### config.mk
export PLATFORM = sky130hd
export DESIGN_NAME = button_direction_latch
export DESIGN_NICKNAME = d
export VERILOG_FILES = /design/src/rtl/button_direction_latch.sv
export SDC_FILE = /design/constraint.sdc
export NUM_CORES = 1
export LEC_CHECK = 0
export ABC_AREA = 0
export BUFFER_PORTS_ARGS = -buffer_cell sky130_fd_sc_hd__buf_4
export CAP_MARGIN = 15
export CORE_MARGIN = 4
export CORE_UTILIZATION = 53
export DETAILED_ROUTE_END_ITERATION = 16
export GPL_ROUTABILITY_DRIVEN = 0
export GPL_TIMING_DRIVEN = 0
export PLACE_DENSITY = 0.69
export SYNTH_ARGS = -nofsm -noshare
export SYNTH_HDL_FRONTEND = slang
export SYNTH_SLANG_ARGS = --single-unit
### constraint.sdc
create_clock -name clock -period 3.22 [get_ports clock]
set_input_delay 0 -clock clock [delete_from_list [all_inputs] [get_ports clock]]
set_output_delay 0 -clock clock [all_outputs]
set_load 0.05 [all_outputs]
### src/rtl/button_direction_latch.sv
// button_direction_latch: synchronises and debounces four push-buttons, then latches
// the highest-priority press as a direction code unless it reverses the current one.
module button_direction_latch #(
   parameter int DEBOUNCE_CYCLES = 290000,
   parameter int CNT_W = $clog2(DEBOUNCE_CYCLES + 1)
) (
   input  logic       clock,
   input  logic       reset,
   input  logic       BTNU,
   input  logic       BTNR,
   input  logic       BTND,
   input  logic       BTNL,
   input  logic       rd_ack,
   input  logic       sync_clear,
   output logic [2:0] button_reg,
   output logic       dir_valid
);
   // bit order 0..3 = up, right, down, left, matching the priority order
   logic [3:0] raw, sync1, sync2, stable, press;
   logic [CNT_W-1:0] cnt [4];
   logic [2:0] code;
   logic opposite, accept;
   assign raw = {BTNL, BTND, BTNR, BTNU};
   always_ff @(posedge clock or posedge reset) begin
      if (reset) begin
         sync1 <= '0;
         sync2 <= '0;
      end else begin
         sync1 <= raw;
         sync2 <= sync1;
      end
   end
   // press is registered on the flip edge so the output can load one edge later
   always_ff @(posedge clock or posedge reset) begin
      if (reset) begin
         stable <= '0;
         press  <= '0;
         for (int b = 0; b < 4; b++) cnt[b] <= '0;
      end else begin
         for (int b = 0; b < 4; b++) begin
            press[b] <= 1'b0;
            if (sync2[b] == stable[b]) cnt[b] <= '0;
            else if (cnt[b] == CNT_W'(DEBOUNCE_CYCLES - 1)) begin
               cnt[b]    <= '0;
               stable[b] <= ~stable[b];
               press[b]  <= ~stable[b];
            end else cnt[b] <= cnt[b] + 1'b1;
         end
      end
   end
   always_comb begin
      code = press[0] ? 3'd1 :
             press[1] ? 3'd2 :
             press[2] ? 3'd3 :
             press[3] ? 3'd4 : 3'd0;
      opposite = (code == 3'd1 && button_reg == 3'd3) || (code == 3'd3 && button_reg == 3'd1) ||
                 (code == 3'd2 && button_reg == 3'd4) || (code == 3'd4 && button_reg == 3'd2);
      accept = (code != 3'd0) && !opposite;
   end
   always_ff @(posedge clock or posedge reset) begin
      if (reset) begin
         button_reg <= 3'd0;
         dir_valid  <= 1'b0;
      end else if (sync_clear) begin
         button_reg <= 3'd0;
         dir_valid  <= 1'b0;
      end else if (accept) begin
         button_reg <= code;
         dir_valid  <= 1'b1;
      end else if (rd_ack) dir_valid <= 1'b0;
   end
endmodule

# Yosys cells after proc, flatten, opt, wreduce, memory -nomap -nowiden
# Index checks and enable logic that the tools add are counted.
# W data, S select, Z words.
[word_totals]
reg_bits = 96
latch_bits = 0
ramBits = 0
romBits = 0
inputBits = 8
out_inout_bits = 4
elab_cells = 82
n_memories = 0
[op_classes]
add_sub_neg = 4
n_mul = 0
n_div = 0
n_lt_le_gt_ge = 0
n_eq_ne = 16
n_shift = 0
muxes = 25
bitwise = 8
n_reduce_logical = 16
[ops]
columns = ["cell", "count"]
rows = [
  ["$mux W19", 8],
  ["$add A19 B1 Y19 const B", 4],
  ["$eq A19 B19 Y1 const B", 4],
  ["$mux W3", 6],
  ["$eq A3 B2 Y1 const B", 4],
  ["$mux W1", 11],
  ["$not A1 Y1", 8],
  ["$reduce_and A2 Y1", 4],
  ["$eq A3 B1 Y1 const B", 2],
  ["$eq A3 B3 Y1 const B", 2],
  ["$reduce_bool A3 Y1", 2],
  ["$logic_and A1 B1 Y1", 5],
  ["$eq A1 B1 Y1", 4],
  ["$logic_or A1 B1 Y1", 3],
  ["$reduce_bool A2 Y1", 1],
  ["$logic_not A1 Y1", 1],
]

# Depth between registers and ports, before layout
# Gate-level depths: netlist of the first run.
[depth]
word_depth = 13
depth_mapped = 7
mapped_depth_nobuf = 5

# Worst setup path after synthesis of the first run
# No wires, ideal clock.
[synth_timing]
kind = "register -> register"
start = "reg cnt[38] (netlist name)"
end = "reg cnt[56] (netlist name)"
setup_ns = 0.080
arrival_time_ns = 1.967
t_required_ns = 3.140
path_slack_ns = 1.174
path_stages_with_launch = 7
path_buffers = 1
period_less_slack_ns = 2.046
cell_sequence = "dfrtp_1 ha_1 clkbuf_1 inv_1 or4_4 or4_1 a21oi_1"
[synth_between]
elab_chain_len = 3
elab_cells_between_ends = 4
classes_between = "add/sub: 1; eq/ne: 1; mux: 2"
[synth_lines]
columns = ["element", "line", "rtl"]
rows = [
  ["start, declared", "20", "logic [CNT_W-1:0] cnt [4];"],
  ["start signal, assigned by index", "47", "end else cnt[b] <= cnt[b] + 1'b1;"],
  ["$add A19 B1 Y19 / $eq A19 B19 Y1 (equally long branches)", "47, 43", ""],
  ["$mux W19 *", "43", "else if (cnt[b] == CNT_W'(DEBOUNCE_CYCLES - 1)) begin"],
  ["$mux W19 *", "42", "if (sync2[b] == stable[b]) cnt[b] <= '0;"],
]
# Every way passes the cells marked *; elsewhere a longest branch is shown, timed or not.
# A chain may end at the register's enable or synchronous reset.

# Final worst setup path of the first run
# Same ends and word-level chain as after synthesis.

==> results of run 1 <==
[power breakdown]
| group | internal (mW) | switching [mW] | total, mW |
|---|---|---|---|
| Sequential | 1.22 | 0.0176 | 1.24 |
| Combinational | 0.0324 | 0.0553 | 0.0877 |
| Clock | 0.393 | 0.444 | 0.836 |
| Total | 1.65 | 0.516 | 2.16 |
[critical path: stages, from the launching register on]
cell and delay, ps:
dfrtp_1 410, ha_1 160, clkbuf_1 290, inv_1 120, or4_4 560, or4_1 520
a21oi_1 160
[cell families after synthesis]
logic type                 synth area share
and+or+nand+nor                       0.263
xor gates and xnor gates              0.119
DFF                                   0.525
adders and majority gates            0.0109
AOI/OAI and AO/OA                    0.0432
buffers and inverters                0.0230
muxes                                0.0164
[metrics by stage]
step	total power, mW	setup slack, ps	instances
2_1_floorplan	1.31	715	453
3_3_place_gp	1.34	-371	569
3_5_place_dp	1.35	914	570
4_1_cts	2.19	900	593
5_1_grt	2.25	674	593
6_report	2.16	918	593
[how the worst max path moves through the flow]
stage                                            to  slack (ps)  cells after the start
after CTS                         cnt[14]$_DFF_PP0_         900                      6
after detailed placement           cnt[9]$_DFF_PP0_         910                      6
after global routing               cnt[9]$_DFF_PP0_         670                      6
final                             cnt[56]$_DFF_PP0_         920                      6
after floorplan           button_reg[0]$_DFFE_PP0P_         710                      1
after global placement             cnt[8]$_DFF_PP0_        -370                      2
[layer usage]
layer  up-vias  GRT usage
met2        44      0.274
li1       1661          -
met4         0     0.0716
met1      1624      0.252
met3         8     0.0346
met5         -          0
[cell usage after synthesis (2+ instances only)]
cell type	count	area (µm²)
or3_1	6	37.5
xor2_1	20	175
nor2_1	78	293
nor4_1	26	163
buf_2	5	25.0
xnor2_1	42	368
nor3_1	15	75.1
mux2_2	4	45.0
inv_1	17	63.8
nor4bb_1	2	20.0
mux2i_1	3	30.0
nor3b_1	3	22.5
dfrtp_1	96	2400
nand2_1	22	82.6
and4_1	3	26.3
o21ai_0	4	20.0
and3_1	5	31.3
nand2b_1	3	18.8
clkbuf_1	3	11.3
a21oi_1	12	60.1
ha_1	4	50.1
a31o_2	3	26.3
nand3_1	24	120
nand4_1	25	156
or4_1	5	37.5
nor4b_1	3	26.3
[final cells by class]
type,count,area [µm²],share of cell area
Timing Repair Buffer,19,180,0.0353
Clock buffer,10,138,0.0270
Tap cell,105,131,0.0257
Buffer,9,41.3,0.00809
Multi-Input combinational cell,331,2070,0.405
Clock inverter,6,75.1,0.0147
Inverter,17,66.3,0.0130
Sequential cell,96,2400,0.471
==> flow_summary.json, run 1 <==
{
  "die_area_um2": 10200,
  "powerDensity_nw_per_um2": 424,
  "met1_length_um": 4140,
  "clk_pin_slew_ps": 110,
  "yosys_warnings": 0,
  "cts.sinks": 96,
  "vias_per_cell": 5.63,
  "cts-resized-gates": 0,
  "syn_inst": 453,
  "antenna_found_initial": 0,
  "ctsRootBufferMaster": "clkbuf_8",
  "final_area_um2": 5100,
  "min_path_type": "in2async",
  "fin_crit_ps": 2300,
  "crit_path_start": "cnt[38]$_DFF_PP0_",
  "wl_um": 8280,
  "crit_path_end_kind": "flip-flop",
  "fillers": 701,
  "dpl-instance-area_um2": 4820,
  "hold_viol": 0,
  "syn_area_um2": 4580,
  "grt_pass1_wl_um": 14900,
  "avgSynthCellArea_um2": 10.1,
  "cts_max_path_buffers": 2,
  "vias": 3337,
  "num-nets-final": 495,
  "required_ps": 3500,
  "die_x_um": 101,
  "final_cell_mix": "dfrtp_1, nor2_1, xnor2_1",
  "dp_hpwl_um": 5700,
  "critical_path_arrival_ps": 2580,
  "fmax_mhz": 434,
  "tightest_slew_ps": 757,
  "synth.net_count": 465,
  "final_common_cell": "dfrtp_1",
  "io_buffers": 11,
  "fin_util": 0.615,
  "critPathMaxFanout": 7,
  "ys.flop_type": "dfrtp_1",
  "core_um2": 8300,
  "ys_ff_latch": 96,
  "fin_crit_sh": 0.715,
  "dr.max_layer_used": "met4",
  "num_io_pins": 12,
  "drv_cap": 0,
  "post_cts_buffers": 0,
  "dieHeight_um": 101,
  "htree_levels": 3,
  "drv_slew": 0,
  "start_util": 0.551,
  "wl_met3_um": 229,
  "grt_pass1_vias": 3254,
  "largest_reg_flops": 76,
  "crit_type": "reg2reg",
  "layout-drive-gt1-share": 0.105,
  "insertion_delay_ps": 360,
  "relSlewSlack": 0.490,
  "whs_ps": 154,
  "r2r_slack_ps": 920,
  "cts_hold_buf": 7,
  "wl_met2_um": 3810,
  "drtAntennaViolNets": 0,
  "setup_viol": 0,
  "reg2reg_from": "cnt[38]$_DFF_PP0_",
  "top_register": "cnt",
  "grt_max_degree": 75,
  "grt_usage": 0.179,
  "cts_tree": "built",
  "areaGrowthSynthToFinish_pct": 11.5,
  "drt-wirelength-per-cell_um": 14.0,
  "finalSetupTns_ps": 0,
  "worst_r2r_path_depth": 6,
  "route.detailed.drc": 0,
  "overflow": 0,
  "p_leak_nw": 2.07,
  "fin_skew_ps": 12.7,
  "drtIter0Drc": 103,
  "drt-pass1-iter-count": 4,
  "cts_buffers": 9,
  "synthDistinctLibCells": 46,
  "irDropWorstVdd_mv": 0.282,
  "outcome": "finished clean",
  "r2r_end": "cnt[56]$_DFF_PP0_",
  "num_rows": 33,
  "synth_edf_count": 0,
  "crit_path_start_kind": "flip-flop",
  "antenna_cells": 0,
  "yosysSeqAreaShare": 0.525,
  "async_reset_ff_frac": 1.00,
  "grt_setup_unrepaired": "no"
}
No activity file was read; power rests on OpenSTA's default activity.
==> inputs of run 2 (changes only) <==
Settings changed: ABC_AREA 0 to 1, PLACE_DENSITY 0.69 to 0.72.
Clock period 3.22 ns to 2 ns, I/O delays scaled along.
==> run 2 against run 1 <==
Clock-buffer cell count unchanged. Clock skew increased by 5.2 ps. Sequential power grew 60%. Synthesized cell count increased by 45%. Sequential share of layout area fell by 4.9 points. Maximum frequency increased by 30%. Non-clock buffer count is 7 lower. Register-to-register slack worse by 680 ps. Die area is 11% higher. Clock power increased by 72%. Critical path type unchanged.
==> flow_summary.json, run 2 <==
{
  "cts.sinks": 96,
  "synthXorXnorAreaFrac": 0.0664,
  "synth_top_family_by_area": "simple AND/OR/NAND/NOR gates",
  "fillers": 817,
  "post_cts_buffers": 0,
  "antenna_cells": 0,
  "ys.flop_type": "dfrtp_1",
  "final_common_cell": "nor2_1",
  "areaGrowthSynthToFinish_pct": 11.5,
  "htree_levels": 3,
  "powerDensity_nw_per_um2": 628,
  "start_util": 0.548,
  "p_sw_frac": 0.228,
  "critPathMaxFanout": 5,
  "relSlewSlack": 0.493,
  "io_buffers": 11,
  "cts-resized-gates": 0,
  "r2r_slack_ps": 230,
  "cts_hold_buf": 7,
  "yosys-top-cells-count": "nor2_1, nand2_1, dfrtp_1, inv_1, nand3_1",
  "p_comb_frac": 0.042,
  "vias_per_cell": 5.08,
  "final_area_um2": 5700,
  "grt_pass1_vias": 3990,
  "min_path_type": "in2reg",
  "die_area_um2": 11300,
  "drv_cap": 0,
  "yosysTopAreaCell": "dfrtp_1",
  "num-nets-final": 699,
  "grt_max_degree": 40,
  "reg2reg_from": "press[0]$_DFF_PP0_",
  "fin_crit_ps": 1770,
  "cts_tree": "built",
  "vias": 4167,
  "crit_path_end_kind": "flip-flop",
  "irDropWorstVdd_mv": 0.357,
  "seqPwrFrac": 0.556,
  "yosysSeqAreaShare": 0.470,
  "critPathMaxStageDelay_ps": 570,
  "r2r_end": "dir_valid$_DFFE_PP0P_",
  "hold_viol": 0,
  "drt-wirelength-per-cell_um": 12.2,
  "synthDistinctLibCells": 30,
  "ys_ff_latch": 96,
  "required_ps": 2290,
  "synth-simple-area-share": 0.371,
  "synth.net_count": 668,
  "die_x_um": 106,
  "synth_area_leaders": "dfrtp_1, nor2_1, nand2_1",
  "p_leak_nw": 2.44,
  "setup_viol": 0,
  "cp_cell_sequence": "inv_1 -> o21ai_0 -> nand3_1 -> nand3_1 -> o21ai_0 -> dlygate4sd3_1",
  "crit_path_start_kind": "flip-flop",
  "drtAntennaViolNets": 0,
  "drt-pass1-iter-count": 4,
  "total_power_mw": 3.58,
  "core_um2": 9330,
  "drtIter0Drc": 191,
  "fin_cells": 821,
  "ctsRootBufferMaster": "clkbuf_8",
  "whs_ps": 288,
  "clockPowerShare": 0.402,
  "synth.most_common_cell": "nor2_1",
  "avgSynthCellArea_um2": 7.79,
  "crit_path_start": "press[0]$_DFF_PP0_",
  "largest_reg_flops": 76,
  "route.detailed.drc": 0,
  "layout-drive-gt1-share": 0.113,
  "yosys_warnings": 0,
  "p_int_mw": 2.76,
  "fin_crit_sh": 0.883,
  "overflow": 0,
  "cts_max_path_buffers": 2,
  "dpl-instance-area_um2": 5400,
  "synth.area.mux_share": 0,
  "outcome": "finished clean",
  "critical_path_arrival_ps": 2060,
  "top_register": "cnt",
  "tightest_slew_ps": 759,
  "synth_top_area_share": 0.470,
  "async_reset_ff_frac": 1.00,
  "place_inst": 798,
  "grt_usage": 0.193,
  "setup.worst_path.end": "dir_valid$_DFFE_PP0P_",
  "fmax_mhz": 566,
  "cts_buffers": 9,
  "fin_skew_ps": 17.9,
  "finalSetupTns_ps": 0,
  "num_rows": 35,
  "wl_um": 10000,
  "cp_slowest_cell": "dlygate4sd3_1",
  "syn_area_um2": 5110,
  "antenna_found_initial": 0,
  "final_cell_mix": "nor2_1, nand2_1, dfrtp_1",
  "drv_slew": 0,
  "syn_inst": 656,
  "grt_pass1_wl_um": 17800,
  "synth_edf_count": 0,
  "dp_hpwl_um": 7320,
  "dieHeight_um": 106,
  "crit_type": "reg2reg",
  "num_io_pins": 12,
  "clk_pin_slew_ps": 100,
  "synthAdderAreaFrac": 0.00979,
  "synth_compound_area_frac": 0.0301,
  "worst_r2r_path_depth": 6,
  "insertion_delay_ps": 370,
  "p_sw_mw": 0.814,
  "grt_setup_unrepaired": "no"
}
-- run 2: cell count changes after synthesis, moves of 10 or more --
cell,delta
inv_1,+47
nand2_1,+117
nand2_2,+11
nand3_1,+23
nand4_1,-10
nor2_1,+79
nor2_2,+14
nor4_1,-26
xnor2_1,-31
-- run 2: kinds of logic after synthesis --
| logic type | count (synthesis) |
|---|---|
| AOI/OAI and AO/OA | 28 |
| xor gates and xnor gates | 37 |
| adders and majority gates | 4 |
| buffers and inverters | 70 |
| DFF | 96 |
| and+or+nand+nor | 421 |
-- run 2: area by class of cell --
class / count / area [µm²] / area share
Tap cell: 129 / 161 / 0.0283
Clock buffer: 10 / 138 / 0.0242
Buffer: 1 / 7.51 / 0.00132
Inverter: 69 / 263 / 0.0461
Clock inverter: 6 / 91.3 / 0.0160
Timing Repair Buffer: 20 / 193 / 0.0338
Sequential cell: 96 / 2400 / 0.422
Multi-Input combinational cell: 490 / 2440 / 0.429
-- run 2: worst max-delay path: cells and delay by family (launching register included) --
| family | cells | cell delay [ps] |
|---|---|---|
| simple gates | 2 | 270 |
| compound gates | 2 | 330 |
| buf+inv | 2 | 700 |
| flops | 1 | 400 |
-- run 2: stage by stage --
stage | setup WS, ps | utilization
finish | 234 | 0.611
floorplan | 650 | -
global placement | 243 | 0.574
global route | 72.7 | 0.611
CTS | 252 | 0.611
detailed placement | 430 | 0.579
-- run 2: how the worst min path moves through the flow --
stage	from	endpoint	slack (ps)	cells past startpoint
floorplan	BTNU	sync1[0]$_DFF_PP0_	30	0
global placement	BTND	sync1[2]$_DFF_PP0_	110	1
detailed placement	BTNU	sync1[0]$_DFF_PP0_	110	1
CTS	BTNU	sync1[0]$_DFF_PP0_	270	2
global route	BTNU	sync1[0]$_DFF_PP0_	270	2
finish	BTNU	sync1[0]$_DFF_PP0_	290	2
-- run 2: layer usage --
layer | track usage | share of wire | vias up
met4 | 0.0638 | 0.013 | 0
met1 | 0.263 | 0.48 | 1968
met3 | 0.0310 | 0.028 | 12
li1 | - | - | 2133
met2 | 0.315 | 0.48 | 54
met5 | 0 | 0 | -
-- run 2: power groups by stage --
stage	clock, mW	combinational, mW	sequential (mW)
finish	1.44	0.149	1.99
global route	1.56	0.173	1.99
CTS	1.47	0.155	1.99
detailed placement	0	0.145	2.03
global placement	0	0.131	2.03
floorplan	0	0.0934	2.02
